$ cat src/rtl/reg_hazard_scoreboard_pkg.sv
// Shared constants, FSM encoding and helpers for the DE-stage register hazard scoreboard.
package reg_hazard_scoreboard_pkg;

   localparam int NREGS         = 32;
   localparam int REGNOBITS     = 5;
   localparam int REGWORDS      = NREGS;
   localparam int SB_CNTBITS    = 2;
   localparam int FLUSH_CYCLES  = 2;
   localparam int FLUSH_CNTBITS = $clog2(FLUSH_CYCLES + 1);
   localparam int STATBITS      = 32;

   typedef enum logic {
      SB_RUN   = 1'b0,
      SB_FLUSH = 1'b1
   } sb_state_e;

   function automatic logic [STATBITS-1:0] sat_inc(input logic [STATBITS-1:0] v);
      return (v == {STATBITS{1'b1}}) ? v : v + STATBITS'(1);
   endfunction

endpackage

$ cat src/rtl/sb_pending_counter.sv
// Per-register in-flight write counter: saturating up/down with a sticky underflow flag.
module sb_pending_counter
   import reg_hazard_scoreboard_pkg::*;
#(
   parameter int CNTBITS = SB_CNTBITS
) (
   input  logic               clk,
   input  logic               reset,
   input  logic               inc,
   input  logic               dec,
   output logic [CNTBITS-1:0] cnt,
   output logic               underflow
);

   always_ff @(posedge clk) begin
      if (reset) begin
         cnt       <= '0;
         underflow <= 1'b0;
      end else begin
         // A retire with nothing pending is a protocol error; the count stays at 0.
         if (dec && cnt == '0)
            underflow <= 1'b1;
         if (inc && !dec && cnt != '1)
            cnt <= cnt + CNTBITS'(1);
         else if (dec && !inc && cnt != '0)
            cnt <= cnt - CNTBITS'(1);
      end
   end

endmodule

$ cat src/rtl/reg_hazard_scoreboard.sv
// DE-stage hazard scoreboard: RAW/WAW stall, mispredict flush FSM, pending-write tracking.
// Optional cycle statistics are built when SCOREBOARD_STATS_EN is defined.
module reg_hazard_scoreboard
   import reg_hazard_scoreboard_pkg::*;
(
   input  logic                 clk,
   input  logic                 reset,
   input  logic                 issue_valid,
   input  logic                 issue_use_rs1,
   input  logic                 issue_use_rs2,
   input  logic [REGNOBITS-1:0] issue_rs1,
   input  logic [REGNOBITS-1:0] issue_rs2,
   input  logic                 issue_wr,
   input  logic [REGNOBITS-1:0] issue_rd,
   input  logic                 wb_wr,
   input  logic [REGNOBITS-1:0] wb_rd,
   input  logic                 br_mispred,
   output logic                 stall_DE,
   output logic                 squash_DE,
   output logic                 issue_fire,
   output logic                 busy,
   output logic                 err_underflow,
   output logic [STATBITS-1:0]  stat_hazard_cyc,
   output logic [STATBITS-1:0]  stat_flush_cyc,
   output sb_state_e            dbg_state
);

   localparam logic [SB_CNTBITS-1:0]    CMAX       = '1;
   localparam logic [SB_CNTBITS-1:0]    CNT_ONE    = SB_CNTBITS'(1);
   localparam logic [FLUSH_CNTBITS-1:0] FLUSH_LOAD = FLUSH_CNTBITS'(FLUSH_CYCLES);
   localparam logic [FLUSH_CNTBITS-1:0] FLUSH_ONE  = FLUSH_CNTBITS'(1);

   logic [SB_CNTBITS-1:0]    cnt [NREGS];
   logic [NREGS-1:0]         uf;
   sb_state_e                state, state_nx;
   logic [FLUSH_CNTBITS-1:0] fcnt, fcnt_nx;
   logic                     wr_ok, raw1, raw2, waw, hazard;

   // x0 is hardwired, so it never has a counter.
   assign cnt[0] = '0;
   assign uf[0]  = 1'b0;

   for (genvar r = 1; r < NREGS; r++) begin : g_cnt
      sb_pending_counter #(.CNTBITS(SB_CNTBITS)) u_cnt (
         .clk       (clk),
         .reset     (reset),
         .inc       (issue_fire && wr_ok && issue_rd == REGNOBITS'(r)),
         .dec       (wb_wr && wb_rd == REGNOBITS'(r)),
         .cnt       (cnt[r]),
         .underflow (uf[r])
      );
   end

   // A last-outstanding write retiring this cycle is already readable (regfile writes on negedge).
   always_comb begin
      wr_ok  = issue_wr && issue_rd != '0;
      raw1   = issue_use_rs1 && issue_rs1 != '0 && cnt[issue_rs1] != '0 &&
               !(cnt[issue_rs1] == CNT_ONE && wb_wr && wb_rd == issue_rs1);
      raw2   = issue_use_rs2 && issue_rs2 != '0 && cnt[issue_rs2] != '0 &&
               !(cnt[issue_rs2] == CNT_ONE && wb_wr && wb_rd == issue_rs2);
      waw    = wr_ok && cnt[issue_rd] == CMAX && !(wb_wr && wb_rd == issue_rd);
      hazard = raw1 || raw2 || waw;
   end

   assign stall_DE      = (state != SB_RUN) || br_mispred || (issue_valid && hazard);
   assign issue_fire    = issue_valid && !stall_DE;
   assign squash_DE     = br_mispred || (state == SB_FLUSH);
   assign err_underflow = |uf;
   assign dbg_state     = state;

   always_comb begin
      busy = 1'b0;
      for (int r = 1; r < NREGS; r++)
         if (cnt[r] != '0)
            busy = 1'b1;
   end

   always_ff @(posedge clk) begin
      if (reset) begin
         state <= SB_RUN;
         fcnt  <= '0;
      end else begin
         state <= state_nx;
         fcnt  <= fcnt_nx;
      end
   end

   // fcnt holds the FLUSH cycles still to spend, including the current one.
   always_comb begin
      state_nx = state;
      fcnt_nx  = fcnt;
      case (state)
         SB_RUN: begin
            if (br_mispred) begin
               state_nx = SB_FLUSH;
               fcnt_nx  = FLUSH_LOAD;
            end
         end
         SB_FLUSH: begin
            if (br_mispred) begin
               fcnt_nx = FLUSH_LOAD;
            end else if (fcnt <= FLUSH_ONE) begin
               state_nx = SB_RUN;
               fcnt_nx  = '0;
            end else begin
               fcnt_nx = fcnt - FLUSH_ONE;
            end
         end
         default: begin
            state_nx = SB_RUN;
            fcnt_nx  = '0;
         end
      endcase
   end

`ifdef SCOREBOARD_STATS_EN
   logic [STATBITS-1:0] hz_q, fl_q;

   always_ff @(posedge clk) begin
      if (reset) begin
         hz_q <= '0;
         fl_q <= '0;
      end else begin
         if (state == SB_RUN && issue_valid && hazard)
            hz_q <= sat_inc(hz_q);
         if (state == SB_FLUSH)
            fl_q <= sat_inc(fl_q);
      end
   end

   assign stat_hazard_cyc = hz_q;
   assign stat_flush_cyc  = fl_q;
`else
   assign stat_hazard_cyc = '0;
   assign stat_flush_cyc  = '0;
`endif

endmodule

$ cat config.mk
export PLATFORM = sky130hd
export DESIGN_NAME = reg_hazard_scoreboard
export DESIGN_NICKNAME = d
export VERILOG_FILES = /design/src/rtl/reg_hazard_scoreboard_pkg.sv /design/src/rtl/sb_pending_counter.sv /design/src/rtl/reg_hazard_scoreboard.sv
export SDC_FILE = /design/constraint.sdc
export NUM_CORES = 1
export LEC_CHECK = 0
export CAP_MARGIN = 5
export CORE_MARGIN = 10
export CORE_UTILIZATION = 51
export CTS_CLUSTER_SIZE = 30
export DETAILED_ROUTE_END_ITERATION = 6
export PLACE_DENSITY_LB_ADDON = 0.12
export SYNTH_ARGS = -nofsm -noshare
export SYNTH_HDL_FRONTEND = slang
export SYNTH_SLANG_ARGS = --single-unit
export TNS_END_PERCENT = 20
$ cat constraint.sdc
create_clock -name clk -period 3.8 [get_ports clk]
set_input_delay 0.95 -clock clk [delete_from_list [all_inputs] [get_ports clk]]
set_output_delay 0.95 -clock clk [all_outputs]
set_load 0.005 [all_outputs]
==> qor.log <==
[sta] hold violation total from the final report 0
[finish] ratio of cells with drive above 1 in the final layout 27.6%
[cts] root cell of the clock tree sky130_fd_sc_hd__clkbuf_16
[cts] Max Buffers Root-to-Sink 2
[worst_setup_path] Crit-path slowest cell sky130_fd_sc_hd__o32ai_2
[synthesis] Synth cell types 67
[synthesis] fraction of registers with async set/reset 0%
[placed_design] RePlAce Congestion 0.990
[power_and_ir_drop] share of total power consumed by net switching 27.3%
[worst_setup_path] arrival time of the worst setup path 2.92 ns
[synthesis] sequential element share of the synthesized area 26.2%
[synthesis] synthesized netlist cell count 915
[floorplan] area enclosed by the die boundary 19600 µm²
[route] iteration count of the initial detailed-routing pass 5
[sta] setup TNS -0.101 ns
[placed_design] number of buffers inserted by port buffering 33
[cts] CTS sink cnt 96
[power_and_ir_drop] power per unit of standard cell area 254 nW/µm²
[floorplan] initial core utilization 52.4%
[cts] TritonCTS Buffers 9
[route] DRC 0
[power_and_ir_drop] share of power burned in registers 43.1%
[sta] setup ws final -0.0652 ns
[synthesis] area of the mapped netlist 7330 µm²
[sta] maximum operating frequency 0.259 GHz
[floorplan] Die Ht 140 µm
[finish] final cell utilization of the core 66.5%
[worst_setup_path] delay of the slowest cell on the worst path 0.32 ns
[cts] clk_lat worst skew 0.35 ns
[placed_design] cell area reported after detailed placement 8430 µm²
[power_and_ir_drop] post-route total power 2.36 mW
[hold_path] worst hold path class register to register
[global_route] GRT Util Overall 28.5%
[worst_setup_path] largest fanout on the critical path 3
[route] detailed-route wire length per cell 23.7 µm
[sta] final setup violating endpoints 2
[sta] unrepaired setup endpoints after global routing yes
[synthesis] leading post-synthesis cells by cell area sky130_fd_sc_hd__dfxtp_1 26%, sky130_fd_sc_hd__mux4_2 11%, sky130_fd_sc_hd__buf_4 6.7%
[synthesis] portion of synthesized cell area occupied by the leading cell type 26.2%
[sta] minimum clock period after layout 3.87 ns
[power_and_ir_drop] portion of total power attributed to combinational logic 19.1%
[synthesis] most used standard cell by instance count after synthesis sky130_fd_sc_hd__nor2_1
[synthesis] flip-flop and latch count after synthesis 96
[power_and_ir_drop] Clock Power Share 37.8%
[synthesis] Synth warnings 0
[route] vias per std cell 6.48
[synthesis] leading post-synthesis cells by instance count 103 x sky130_fd_sc_hd__nor2_1, 96 x sky130_fd_sc_hd__dfxtp_1, 72 x sky130_fd_sc_hd__nand2_1, 65 x sky130_fd_sc_hd__buf_4, 48 x sky130_fd_sc_hd__a21oi_1
[worst_setup_path] critical path required time 2.85 ns
[synthesis] EDFF count, synth 0
[worst_setup_path] crit end category output port
[floorplan] cell row count 43
[route] total number of vias 8072
[synthesis] post-synthesis average cell area 8.02 µm²
[synthesis] commonest register cell after synthesis sky130_fd_sc_hd__dfxtp_1
[sta] slew margin rel. 53.2%
[sta] slew at the pin with the worst max-slew slack 0.697 ns
[cts] count of hold buffers inserted by post-cts repair 0
[sta] Worst Hold Slack 0.471 ns
[worst_setup_path] ordered list of cells on the worst path buf_6 -> buf_6 -> xor2_2 -> nor4_2 -> buf_4 -> buf_6 -> a21oi_2 -> o32ai_2 -> o22ai_2 -> nor2_4 -> o21bai_1 -> nor2_1 -> buf_2
[power_and_ir_drop] internal power consumption 1.72 mW
[cts] CTS tree done
[finish] non-filler cells, final 1246
[job] reported max-cap violation count 0
[finish] antenna cells 0
[run_status] result of the run complete, but fails checks
[cts] clock-pin slew of the registers on the worst-case setup and hold paths 0.06 ns
[sta] count of final max-slew check failures 0
[synthesis] largest area contributor in the netlist sky130_fd_sc_hd__dfxtp_1
[route] final wirelength 29500 µm
[sta] Final period util 102%
[finish] number of nets in the final layout 1091
[route] DRC violation total after the first TritonRoute iteration 1126
[placed_design] half-perimeter wire length of the detailed placement result 21800 µm
[placed_design] Setup WS pre-CTS -1.08 ns
[route] count of antenna-violating nets left after detailed routing 0
[run_status] violations in the final reports setup timing
[floorplan] die outline width 140 µm
[floorplan] number of top-level design ports 98
[cts] H-tree lvl count 3
[finish] cell area after layout 9300 µm²
[global_route] number of antenna violations at the first check in global routing 0
[global_route] GRT Residual Overflow 0
[global_route] pin count of the biggest net entering global routing 40
[sta] Max Clock Skew 0.0115 ns
[power_and_ir_drop] VDD IR max 0.243 mV
[worst_setup_path] Crit Path Class primary input to output port
[worst_setup_path] most frequent CP cell sky130_fd_sc_hd__buf_6
[placed_design] Placed Instances 1201
[worst_setup_path] Worst Setup Start Kind primary input
[global_route] vias in the first global route 7793
[global_route] first-pass GRT wire length 44300 µm
[power_and_ir_drop] total leakage power 3.59 nW
[power_and_ir_drop] net switching power figure 0.646 mW
[floorplan] standard cell core area 14000 µm²
[finish] post-synthesis to final-layout area growth 26.9%
-- registers in the layout, indices dropped and copies added, names as in the netlist --
| name | count |
|---|---|
| g_cnt.u_cnt.underflow | 31 |
| dbg_state | 1 |
| fcnt | 2 |
| g_cnt.u_cnt.cnt | 62 |
-- critical path: cells and delay by family --
family | cells | cell delay, ns
xor+xnor | 1 | 0.17
compound gates | 4 | 0.63
simple gates | 3 | 0.54
buf+inv | 5 | 0.62
-- layout by cell type (no fill, tap or decap), types with 4 or more instances in the layout --
cell and instances:
sky130_fd_sc_hd__buf_2 4, sky130_fd_sc_hd__a211oi_1 13, sky130_fd_sc_hd__nand2_1 71, sky130_fd_sc_hd__inv_1 13, sky130_fd_sc_hd__clkdlybuf4s50_1 12, sky130_fd_sc_hd__nor3_1 30
sky130_fd_sc_hd__nor4_1 17, sky130_fd_sc_hd__and3_1 12, sky130_fd_sc_hd__and4_1 12, sky130_fd_sc_hd__mux4_2 36, sky130_fd_sc_hd__o211ai_1 6, sky130_fd_sc_hd__o21bai_1 5
sky130_fd_sc_hd__buf_6 18, sky130_fd_sc_hd__o21a_1 16, sky130_fd_sc_hd__a21oi_1 45, sky130_fd_sc_hd__nand3_1 19, sky130_fd_sc_hd__buf_4 145, sky130_fd_sc_hd__o211a_1 4
sky130_fd_sc_hd__a31oi_1 35, sky130_fd_sc_hd__dlygate4sd2_1 6, sky130_fd_sc_hd__clkbuf_16 9, sky130_fd_sc_hd__a22oi_1 6, sky130_fd_sc_hd__a311oi_1 7, sky130_fd_sc_hd__or2_2 6
sky130_fd_sc_hd__nor2b_1 8, sky130_fd_sc_hd__nand3b_1 5, sky130_fd_sc_hd__nand4_1 16, sky130_fd_sc_hd__mux2i_1 14, sky130_fd_sc_hd__xor2_1 6, sky130_fd_sc_hd__nand2b_1 30
sky130_fd_sc_hd__xnor2_1 9, sky130_fd_sc_hd__or4_1 4, sky130_fd_sc_hd__buf_12 7, sky130_fd_sc_hd__and2_1 10, sky130_fd_sc_hd__dfxtp_1 96, sky130_fd_sc_hd__nor2_1 101
sky130_fd_sc_hd__o21ai_0 41, sky130_fd_sc_hd__conb_1 64, sky130_fd_sc_hd__mux2_2 6, sky130_fd_sc_hd__nor4b_1 4
-- power groups by stage --
stage / Clock (mW) / Combinational (mW) / Sequential [mW]
floorplan: 0 / 0.252 / 1.04
global placement: 0 / 0.366 / 1.04
detailed placement: 0 / 0.370 / 1.04
CTS: 0.901 / 0.411 / 1.02
global route: 0.938 / 0.479 / 1.02
finish: 0.893 / 0.452 / 1.02
-- final cells by class --
class                   count  area [µm²]
fillers                  1200        4680
clock buffers              11         233
multi-input cells         741        5100
inverters                  14        52.6
clock inverters             3        45.0
repair buffers            201        1730
flip-flops and latches     96        1920
well taps                 180         225
-- metal layers --
layer,vias to the layer above,GRT usage [%],wire (µm)
met5,-,0,0
met4,0,14.1,1270
met3,114,6.52,3150
met2,518,44.3,13300
met1,3876,36.2,11800
li1,3564,-,-
-- repair_timing --
action / 4_1_cts / 5_1_grt
pin swaps: 21 / 22
buffers inserted: 21 / 10
endpoints found under the setup margin: 56 / 28
gates cloned: 1 / 0
gates resized for setup: 87 / 54
-- kinds of logic (layout without fill, tap and decap cells) --
logic type,after synthesis,count (layout),share of synthesized area [%]
other cells,1,64,0.0511
simple gates,377,377,26.4
buf+inv,141,229,10.9
flops,96,96,26.2
xor+xnor,17,17,2.03
compound gates,225,225,20.3
mux,58,58,14.2
-- final timing paths --
check	slack, ns	endpoint	cells after the start	from
setup / recovery	-0.07	issue_fire	13	issue_rs2[2]
hold / removal	0.47	g_cnt[15].u_cnt.underflow	2	g_cnt[15].u_cnt.underflow
setup reg to reg	0.37	g_cnt[17].u_cnt.cnt[0]	12	g_cnt[18].u_cnt.cnt[1]
hold reg to reg	0.47	g_cnt[15].u_cnt.underflow	2	g_cnt[15].u_cnt.underflow
Note: power is estimated with default switching activity, not from simulation.
